**src/rtl/uplink_arbiter.sv**
```systemverilog
// Round-robin uplink scheduler: grants one pending slave channel at a time and
// frames its FIFO contents as SYNC / channel / length / payload / XOR checksum.
module uplink_arbiter #(
  parameter int         N_CH      = 5,
  parameter logic [7:0] SYNC_BYTE = 8'hAA
) (
  input  logic              sys_clk,
  input  logic              n_rst,
  input  logic [N_CH-1:0]   have_msg_bus,
  input  logic [8*N_CH-1:0] len_bus,
  input  logic [8*N_CH-1:0] slave_data_bus,
  output logic [N_CH-1:0]   rdreq_bus,
  output logic [7:0]        tx_data,
  output logic              tx_valid,
  input  logic              tx_ready,
  output logic              busy,
  output logic [2:0]        cur_ch
);

  typedef enum logic [2:0] {
    IDLE, SYNC, CHAN, LEN, FETCH, WAIT, PAYLOAD, CSUM
  } state_t;

  state_t     state;
  logic [2:0] last;
  logic [7:0] len_q;
  logic [7:0] csum;
  logic [8:0] cnt;
  logic       xfer;
  logic       grant_vld;
  logic [2:0] grant_ch;
  logic [2:0] cand;
  int         idx;

  logic [7:0] len_arr  [N_CH];
  logic [7:0] data_arr [N_CH];

  for (genvar gi = 0; gi < N_CH; gi++) begin : g_unpack
    assign len_arr[gi]  = len_bus[8*gi +: 8];
    assign data_arr[gi] = slave_data_bus[8*gi +: 8];
  end

  assign xfer = tx_valid & tx_ready;
  assign busy = (state != IDLE);

  // Scan from the farthest candidate back to last+1 so the nearest pending channel wins.
  always_comb begin
    grant_vld = 1'b0;
    grant_ch  = last;
    idx       = 0;
    cand      = '0;
    for (int k = N_CH; k >= 1; k--) begin
      idx = int'(last) + k;
      if (idx >= N_CH) idx = idx - N_CH;
      cand = 3'(idx);
      if (have_msg_bus[cand]) begin
        grant_vld = 1'b1;
        grant_ch  = cand;
      end
    end
  end

  always_ff @(posedge sys_clk) begin
    if (!n_rst) begin
      state     <= IDLE;
      last      <= 3'(N_CH - 1);
      cur_ch    <= '0;
      tx_data   <= '0;
      tx_valid  <= 1'b0;
      rdreq_bus <= '0;
      cnt       <= '0;
    end else begin
      rdreq_bus <= '0;
      case (state)
        IDLE: if (grant_vld) begin
          cur_ch   <= grant_ch;
          last     <= grant_ch;
          tx_data  <= SYNC_BYTE;
          tx_valid <= 1'b1;
          state    <= SYNC;
        end
        SYNC: if (xfer) begin
          tx_data <= {5'b0, cur_ch};
          state   <= CHAN;
        end
        CHAN: if (xfer) begin
          tx_data <= len_q;
          state   <= LEN;
        end
        LEN: if (xfer) begin
          tx_valid          <= 1'b0;
          cnt               <= (len_q == 8'd0) ? 9'd256 : {1'b0, len_q};
          rdreq_bus[cur_ch] <= 1'b1;
          state             <= FETCH;
        end
        // rdreq is high during FETCH; the FIFO word is on the bus during WAIT.
        FETCH: state <= WAIT;
        WAIT: begin
          tx_data  <= data_arr[cur_ch];
          tx_valid <= 1'b1;
          state    <= PAYLOAD;
        end
        PAYLOAD: if (xfer) begin
          cnt <= cnt - 9'd1;
          if (cnt == 9'd1) begin
            tx_data <= csum ^ tx_data;
            state   <= CSUM;
          end else begin
            tx_valid          <= 1'b0;
            rdreq_bus[cur_ch] <= 1'b1;
            state             <= FETCH;
          end
        end
        CSUM: if (xfer) begin
          tx_valid <= 1'b0;
          state    <= IDLE;
        end
        default: state <= IDLE;
      endcase
    end
  end

  // Length latch and running checksum; always rewritten at grant, so no reset needed.
  always_ff @(posedge sys_clk) begin
    if (state == IDLE && grant_vld) begin
      len_q <= len_arr[grant_ch];
      csum  <= '0;
    end else if (xfer) begin
      case (state)
        CHAN:    csum <= csum ^ {5'b0, cur_ch};
        LEN:     csum <= csum ^ len_q;
        PAYLOAD: csum <= csum ^ tx_data;
        default: ;
      endcase
    end
  end

endmodule
```
**config.mk**
```make
export PLATFORM = sky130hd
export DESIGN_NAME = uplink_arbiter
export DESIGN_NICKNAME = d
export VERILOG_FILES = /design/src/rtl/uplink_arbiter.sv
export SDC_FILE = /design/constraint.sdc
export NUM_CORES = 1
export LEC_CHECK = 0
export ABC_AREA = 1
export CELL_PAD_IN_SITES_DETAIL_PLACEMENT = 1
export CELL_PAD_IN_SITES_GLOBAL_PLACEMENT = 2
export CORE_MARGIN = 4
export CORE_UTILIZATION = 28
export CTS_CLUSTER_SIZE = 12
export DETAILED_ROUTE_END_ITERATION = 16
export PLACE_DENSITY = 0.92
export RECOVER_POWER = 25
export SLEW_MARGIN = 10
export SYNTH_ARGS = -nofsm -noshare
export SYNTH_HDL_FRONTEND = slang
export SYNTH_SLANG_ARGS = --single-unit
```
**constraint.sdc**
```tcl
create_clock -name sys_clk -period 5.16 [get_ports sys_clk]
set_input_delay 0.516 -clock sys_clk [delete_from_list [all_inputs] [get_ports sys_clk]]
set_output_delay 0.516 -clock sys_clk [all_outputs]
set_load 0.02 [all_outputs]
```
* Yosys cells after proc, flatten, opt, wreduce, memory -nomap -nowiden *
Cells that the tools add are included.

word-level totals
  memories kept = 0
  bits in latches = 0
  memory bits (writable) = 0
  ROM bits = 0
  register bits = 48

operators by class
  add/sub/neg operators = 11
  equal/unequal tests = 17
  magnitude comparators = 14
  mux-type cells = 61
  bitwise logic cells = 6
  shifts and indexed selects = 0
  reduce and logical (&&, ||, !) cells = 16
  multipliers = 0
  div/mod/pow operators = 0

operators by type and width
  operator                                                     count
  2-to-1 mux 8 bit                                             9
  binary-select mux 8 bit (select 3 bit)                       2
  2-to-1 mux 3 bit                                             16
  one-hot mux 8 bit (5 select lines)                           1
  2-to-1 mux 9 bit                                             3
  less-than comparator 3 x 4 -> 1 bit (second input constant)  6
  one-hot mux 3 bit (8 select lines)                           1
  one-hot mux 8 bit (3 select lines)                           1
  >= comparator 4 x 3 -> 1 bit (second input constant)         5
  one-hot mux 9 bit (2 select lines)                           1
  inequality test 2 bit (second input constant)                8
  XOR 8 bit                                                    2
  binary-select mux 1 bit (select 3 bit)                       5
  2-to-1 mux 1 bit                                             15
  2-to-1 mux 5 bit                                             3
  subtractor 3 bit (second input constant)                     5
  equality test 3 bit (second input constant)                  4
  AND reduction 6 bit                                          2
  one-hot mux 5 bit (2 select lines)                           1
  equality test 9 x 1 -> 1 bit (second input constant)         1
  subtractor 9 x 1 -> 9 bit (second input constant)            1
  adder 3 x 2 -> 4 bit (second input constant)                 2
  adder 3 x 3 -> 4 bit (second input constant)                 2
  >= comparator 4 bit (second input constant)                  2
  22 further kinds                                             27

* Longest topological paths before layout *
Gate-level depths: netlist (run 1).

  word-level depth = 14
  gate-level depth with buffers = 25
  depth with buffers taken out = 24

* Worst setup path after synthesis (run 1) *
OpenSTA, ideal clock, no wires.

  path kind = register -> register
  start = reg cur_ch[0] (netlist name)
  end = reg len_q[0] (data pin)
  library setup time = 0.253 ns
  path buffers = 2
  period minus slack after synthesis = 3.119 ns
  data arrival time = 2.866 ns
  required time = 4.907 ns
  cell stages (with the launch flop) = 25
  setup slack = 2.041 ns
  cells stage by stage = dfxtp_1 inv_2 clkbuf_1 ha_1 inv_1 fa_1 a21oi_2 nand2_1 nand2_1 nand2_1 nand3_1 nand2_1 nand2_1 nand2_1 inv_1 nor2_1 nor2_2 nand2_4 nand2_4 buf_6 nand2_1 nand3_1 nand2_1 nand2_1 nand2_1

RTL lines
  element               line  source
  to (signal assigned)  126   len_q <= len_arr[grant_ch];
  to (decl)             26    logic [7:0] len_q;

==> results of run 1 <==
[layer usage]
metal  wire length, um  vias to the layer above  GRT usage
met2              7310                      163      0.327
met5                 0                        -          0
met4               343                        0     0.0593
met3              1290                       21     0.0356
met1              7200                     2294      0.246
li1                  -                     2435          -
[sequential cells by signal, indices dropped and copies added (netlist names)]
name       cells
cnt            9
csum           8
len_q          8
tx_data        8
rdreq_bus      5
cur_ch         3
state          3
last           1
tx_valid       1
[placed cells by master, fill, tap and decap left out, types with 6 or more instances in the layout]
master	count
a31oi_1	6
nand4_1	13
dfxtp_1	38
nand2_1	167
a21oi_1	44
a221oi_1	6
nor2_1	62
nor3_1	8
nand3_1	69
dlygate4sd3_1	17
inv_2	9
ha_1	11
o221ai_1	7
edfxtp_1	8
nand2_2	10
clkdlybuf4s50_1	88
o21ai_0	39
inv_1	100
[stage by stage]
step / hold WS [ps] / power (uW) / setup slack, ps / utilization
floorplan: 459 / 2820 / 2040 / -
global placement: 471 / 3440 / 1400 / 0.367
detailed placement: 475 / 3540 / 1360 / 0.367
CTS: 493 / 3880 / 1340 / 0.377
global route: 507 / 4320 / 899 / 0.377
finish: 484 / 3830 / 1350 / 0.377
[synth_stat cells, types with 9 or more instances]
| cell type | number | area (um^2) |
|---|---|---|
| dfxtp_1 | 38 | 761 |
| a21oi_1 | 44 | 220 |
| ha_1 | 11 | 138 |
| inv_1 | 100 | 375 |
| inv_2 | 9 | 33.8 |
| nand3_1 | 69 | 345 |
| o21ai_0 | 39 | 195 |
| nand2_1 | 167 | 627 |
| nor2_1 | 62 | 233 |
| nand2_2 | 10 | 62.6 |
| clkbuf_1 | 10 | 37.5 |
| nand4_1 | 13 | 81.3 |
[how the worst min path moves through the flow]
stage / startpoint / end / slack [ps] / cells after the start
after global routing: tx_valid / tx_valid / 510 / 2
final: tx_valid / tx_valid / 480 / 2
after CTS: tx_valid / tx_valid / 490 / 2
after global placement: tx_valid / tx_valid / 470 / 2
after detailed placement: tx_valid / tx_valid / 470 / 2
after floorplan: cnt[4] / cnt[4] / 460 / 2
[power groups by stage]
stage	logic [uW]	registers, uW	clock network, uW
6_report	2820	681	330
5_1_grt	3270	695	356
4_1_cts	2860	681	341
3_5_place_dp	2850	690	0
3_3_place_gp	2760	685	0
2_1_floorplan	2160	659	0
[area by class of cell]
class                      count  area, um^2  share of cell area
clock buffer                   5         125              0.0228
timing repair buffer         106        1060               0.193
multi-input combinational    504        2620               0.478
inverter                     112         425              0.0776
clock inverter                 3        20.0             0.00365
sequential                    46        1000               0.183
tap                          184         230              0.0420
[kinds of logic (layout without fill, tap and decap cells)]
family	count (synthesis)	count (layout)
compound gates	134	134
xor+xnor	7	7
fa+ha+maj	12	12
buf+inv	132	226
flops	46	46
simple gates	351	351
[critical path, cell delays in order (launching register included)]
cell     delay [ps]
dfxtp_1         700
inv_1           410
ha_1            490
inv_2           180
nand2_1          70
nand2_1         140
nand2_1          70
nand2_1         120
nand3_1         150
nand3_1         170
nand3_1          80
nand3_1          90
nand2_1          90
nand2_2          90
nand2_4         120
nand2_4         210
nand2_1          70
nand3_1         100
nand2_1          70
nand2_1          60
nand2_1          50
==> flow_summary.json, run 1 <==
{
  "clk_latency_ps": 300,
  "power_leakage_uw": 0.00243,
  "pwr_density_cell_nw_per_um2": 699,
  "drive_gt1_frac": 0.0657,
  "grtUsageTotal": 0.192,
  "critPathKind": "flip-flop to flip-flop",
  "clk_path_buf_depth": 2,
  "place_hpwl_um": 12700,
  "grt_first_pass_wirelength_um": 26300,
  "pwr-share-comb": 0.736,
  "skew_ps": 11.4,
  "area_growth_pct": 31.6,
  "min_period_ps": 3810,
  "synth_xor_area_frac": 0.0147,
  "synth_edf_count": 8,
  "synthAdderAreaFrac": 0.0378,
  "cp-startpoint": "cur_ch[1]",
  "die_x_um": 130,
  "vias": 4913,
  "rows": 44,
  "p_int_uw": 1620,
  "cts_hold_buf": 0,
  "start_util": 0.287,
  "fill_cells": 1905,
  "cts_setup_buffers": 0,
  "drc_errors": 0,
  "cp-end-kind": "flip-flop",
  "ant_nets": 0,
  "cts-root-buf": "clkbuf_16",
  "placed_area_um2": 5340,
  "required_ps": 5210,
  "ys_warn_count": 0,
  "drt-total-wl_um": 16100,
  "clock-sinks": 46,
  "setup.worst_path.end": "len_q[7]",
  "syn-num-nets": 782,
  "synth_top_family_by_area": "simple AND/OR/NAND/NOR gates",
  "grt_setup_unrepaired": "no",
  "synth-compound-area-share": 0.195,
  "cp_data_arrival_time_ps": 3850,
  "tns_ps": 0,
  "die_h_um": 130,
  "grt_pass1_vias": 5155,
  "coreArea_um2": 14500,
  "cts_tree": "yes",
  "clk_pin_slew_ps": 70,
  "instances_no_fill": 960,
  "place_congestion": 0.905,
  "firstDrtPassIters": 4,
  "stdcell_area_um2": 5480,
  "finalCritPeriodShare": 0.738,
  "clkPwrFrac": 0.086,
  "slew_headroom": 0.269,
  "synth_cell_type_count": 48,
  "worst_pin_slew_ps": 1090,
  "antennaDiodeCount": 0,
  "numCtsBuffers": 5,
  "die_area_um2": 16900,
  "grt_overflow": 0,
  "switching_power_uw": 2220,
  "power.share.sequential": 0.177,
  "drv_slew": 0,
  "drv_cap": 0,
  "worstReg2RegEnd": "len_q[7]",
  "synth-async-reset-ratio": 0,
  "hold_viol": 0,
  "worstRegToRegCells": 20,
  "synth_area_um2": 4170,
  "portBuffers": 105,
  "yosys.area_share.simple": 0.382,
  "nets": 875,
  "setup_violations": 0,
  "rrSetupSlack_ps": 1350,
  "cts.htree.levels": 2,
  "netlist_instances": 682,
  "hold_path_class": "flip-flop to flip-flop",
  "p_sw_frac": 0.579,
  "vias_per_cell": 5.12,
  "fmax_ghz": 0.263,
  "drt_iter0_drc": 245,
  "worstPathMaxFanout": 18,
  "seq_area_frac_synth": 0.240,
  "ir_drop_v": 0.000286,
  "synth_ff_type": "dfxtp_1",
  "place_inst": 952,
  "status": "completed",
  "muxShareOfSynthArea": 0,
  "syn_avg_cell_area_um2": 6.11,
  "wl_per_cell_um": 16.8,
  "post_cts_resized": 0,
  "synth_seq_cells": 46,
  "pin_count": 106,
  "grt_max_degree": 33,
  "antenna_found_initial": 0,
  "crit_path_start_kind": "flip-flop",
  "crit-reg2reg-launch": "cur_ch[1]"
}
Note: power is estimated with default switching activity, not from simulation.
==> run 2: changes to the inputs <==
CORE_UTILIZATION = 26   (was 28)
PLACE_DENSITY = 0.86   (was 0.92)
clock period = 3.7 ns   (was 5.16 ns; I/O delays follow)
==> run 2 against run 1 <==
Combinational power is 40% higher; count of clock-buffer cells in the layout is 1 higher; cell count is 4.1% higher; clock skew is 4.1 ps lower; critical path type unchanged; largest power group unchanged.
==> flow_summary.json, run 2 (synthesized netlist as in run 1, its figures left out) <==
{
  "tns_ps": 0,
  "critPathKind": "flip-flop to flip-flop",
  "largest_reg_flops": 9,
  "cts_tree": "yes",
  "status": "completed",
  "required_ps": 3750,
  "fmax_ghz": 0.306,
  "fin_ws_ps": 427,
  "path_cells": "inv_4 -> ha_1 -> inv_1 -> fa_1 -> a21oi_2 -> nand2_1 -> o21ai_1 -> inv_1 -> nand3_1 -> nand2_1 -> nand2_1 -> nand2_1 -> inv_1 -> nor2_1 -> nor2_2 -> nand2_4 -> nand2_4 -> nand2_1 -> nand3_1 -> nand2_1 -> nand2_1 -> nand2_1",
  "clk_latency_ps": 290,
  "cp-end-kind": "flip-flop",
  "worstPathMaxFanout": 18,
  "worst_pin_slew_ps": 959,
  "drive_gt1_frac": 0.0702,
  "grtUsageTotal": 0.181,
  "finalCritPeriodShare": 0.885,
  "numCtsBuffers": 5,
  "vias": 4931,
  "hold-worst-slack_ps": 495,
  "min_period_ps": 3270,
  "slowest_stage": "fa_1",
  "layout_commonest_cell": "nand2_1",
  "grt_pass1_vias": 5270,
  "grt_setup_unrepaired": "no",
  "cts_hold_buf": 0,
  "cp-startpoint": "cur_ch[0]",
  "area.sequential_um2": 1000,
  "cpPeakStageDelay_ps": 430,
  "slew_headroom": 0.361,
  "finalPower_uw": 5420,
  "drv_cap": 0,
  "antennaDiodeCount": 0,
  "pwr_density_cell_nw_per_um2": 970,
  "ant_nets": 0,
  "largest-register": "cnt",
  "fill_cells": 2082,
  "grt_max_degree": 32,
  "antenna_found_initial": 0,
  "setup_violations": 0,
  "clk_pin_slew_ps": 70,
  "nets": 882,
  "crit-reg2reg-launch": "cur_ch[0]",
  "clk_path_buf_depth": 2,
  "clock-sinks": 46,
  "drt-total-wl_um": 16200,
  "placed_area_um2": 5430,
  "die_x_um": 135,
  "drt_iter0_drc": 320,
  "grt_first_pass_wirelength_um": 26700,
  "die_h_um": 135,
  "vias_per_cell": 4.94,
  "place_hpwl_um": 12800,
  "worstRegToRegCells": 22,
  "hold_path_class": "flip-flop to flip-flop",
  "coreArea_um2": 15800,
  "multiInputGateArea_um2": 2620,
  "die_area_um2": 18100,
  "pin_count": 106,
  "critPathMostFrequentCell": "nand2_1",
  "area_growth_pct": 34.2,
  "wl_per_cell_um": 16.2,
  "ir_drop_v": 0.000432,
  "firstDrtPassIters": 4,
  "rows": 46,
  "portBuffers": 105,
  "cts-root-buf": "clkbuf_16",
  "crit_path_start_kind": "flip-flop",
  "stdcell_area_um2": 5590,
  "grt_overflow": 0,
  "cp_data_arrival_time_ps": 3320,
  "skew_ps": 7.23,
  "setup.worst_path.end": "len_q[3]",
  "final_cell_mix": "nand2_1 (167), inv_1 (100), clkdlybuf4s50_1 (90), nand3_1 (69), nor2_1 (63)",
  "hold_viol": 0,
  "rrSetupSlack_ps": 430,
  "drc_errors": 0,
  "drv_slew": 0,
  "cts.htree.levels": 2,
  "power_leakage_uw": 0.00246,
  "place_congestion": 0.885,
  "start_util": 0.264,
  "pre_cts_ws_ps": 378,
  "worstReg2RegEnd": "len_q[3]"
}
## run 2: worst min path at each step
stage	start	end	slack (ps)	cells past startpoint
finish	cnt[4]	cnt[4]	500	2
global route	csum[1]	csum[1]	530	2
CTS	cnt[4]	cnt[4]	500	2
detailed placement	cnt[4]	cnt[4]	490	2
global placement	cnt[4]	cnt[4]	480	2
floorplan	cnt[4]	cnt[4]	460	2
## run 2: through the flow
step	utilization	std cells
global route	0.355	999
floorplan	-	682
CTS	0.355	999
finish	0.355	999
detailed placement	0.344	991
global placement	0.344	991
## run 2: what timing repair did
action                     in CTS  in global routing
setup endpoints to repair       0                  1
buffers inserted                0                  0
resized for setup               0                  2
## run 2: worst max-delay path, delay by kind of cell (launching register included)
kind                       cells  cell delay, ps
buffers and inverters          4             400
DFF                            1             340
AOI/OAI and AO/OA              2             390
and+or+nand+nor               14            1310
adders and majority gates      2             600
## run 2: report_power, final
group          leakage [uW]  switching [uW]  internal, uW
Combinational       0.00200            2690          1260
Clock             0.0000771             205           320
Sequential         0.000389             184           765
Total               0.00246            3080          2340
## run 2: area by class of cell
class                   instances  area share
clock inverters                 2     0.00671
flip-flops and latches         46       0.179
multi-input cells             504       0.469
well taps                     216      0.0483
repair buffers                113       0.197
clock buffers                   6      0.0230
inverters                     112      0.0765
## run 2: per-layer routing
layer	GRT usage	up-vias	wire, um	share of wire
met5	0	-	0	0
met4	0.0509	0	297	0.018
met3	0.0313	16	912	0.056
met2	0.310	136	7560	0.47
met1	0.234	2321	7450	0.46
li1	-	2458	-	-
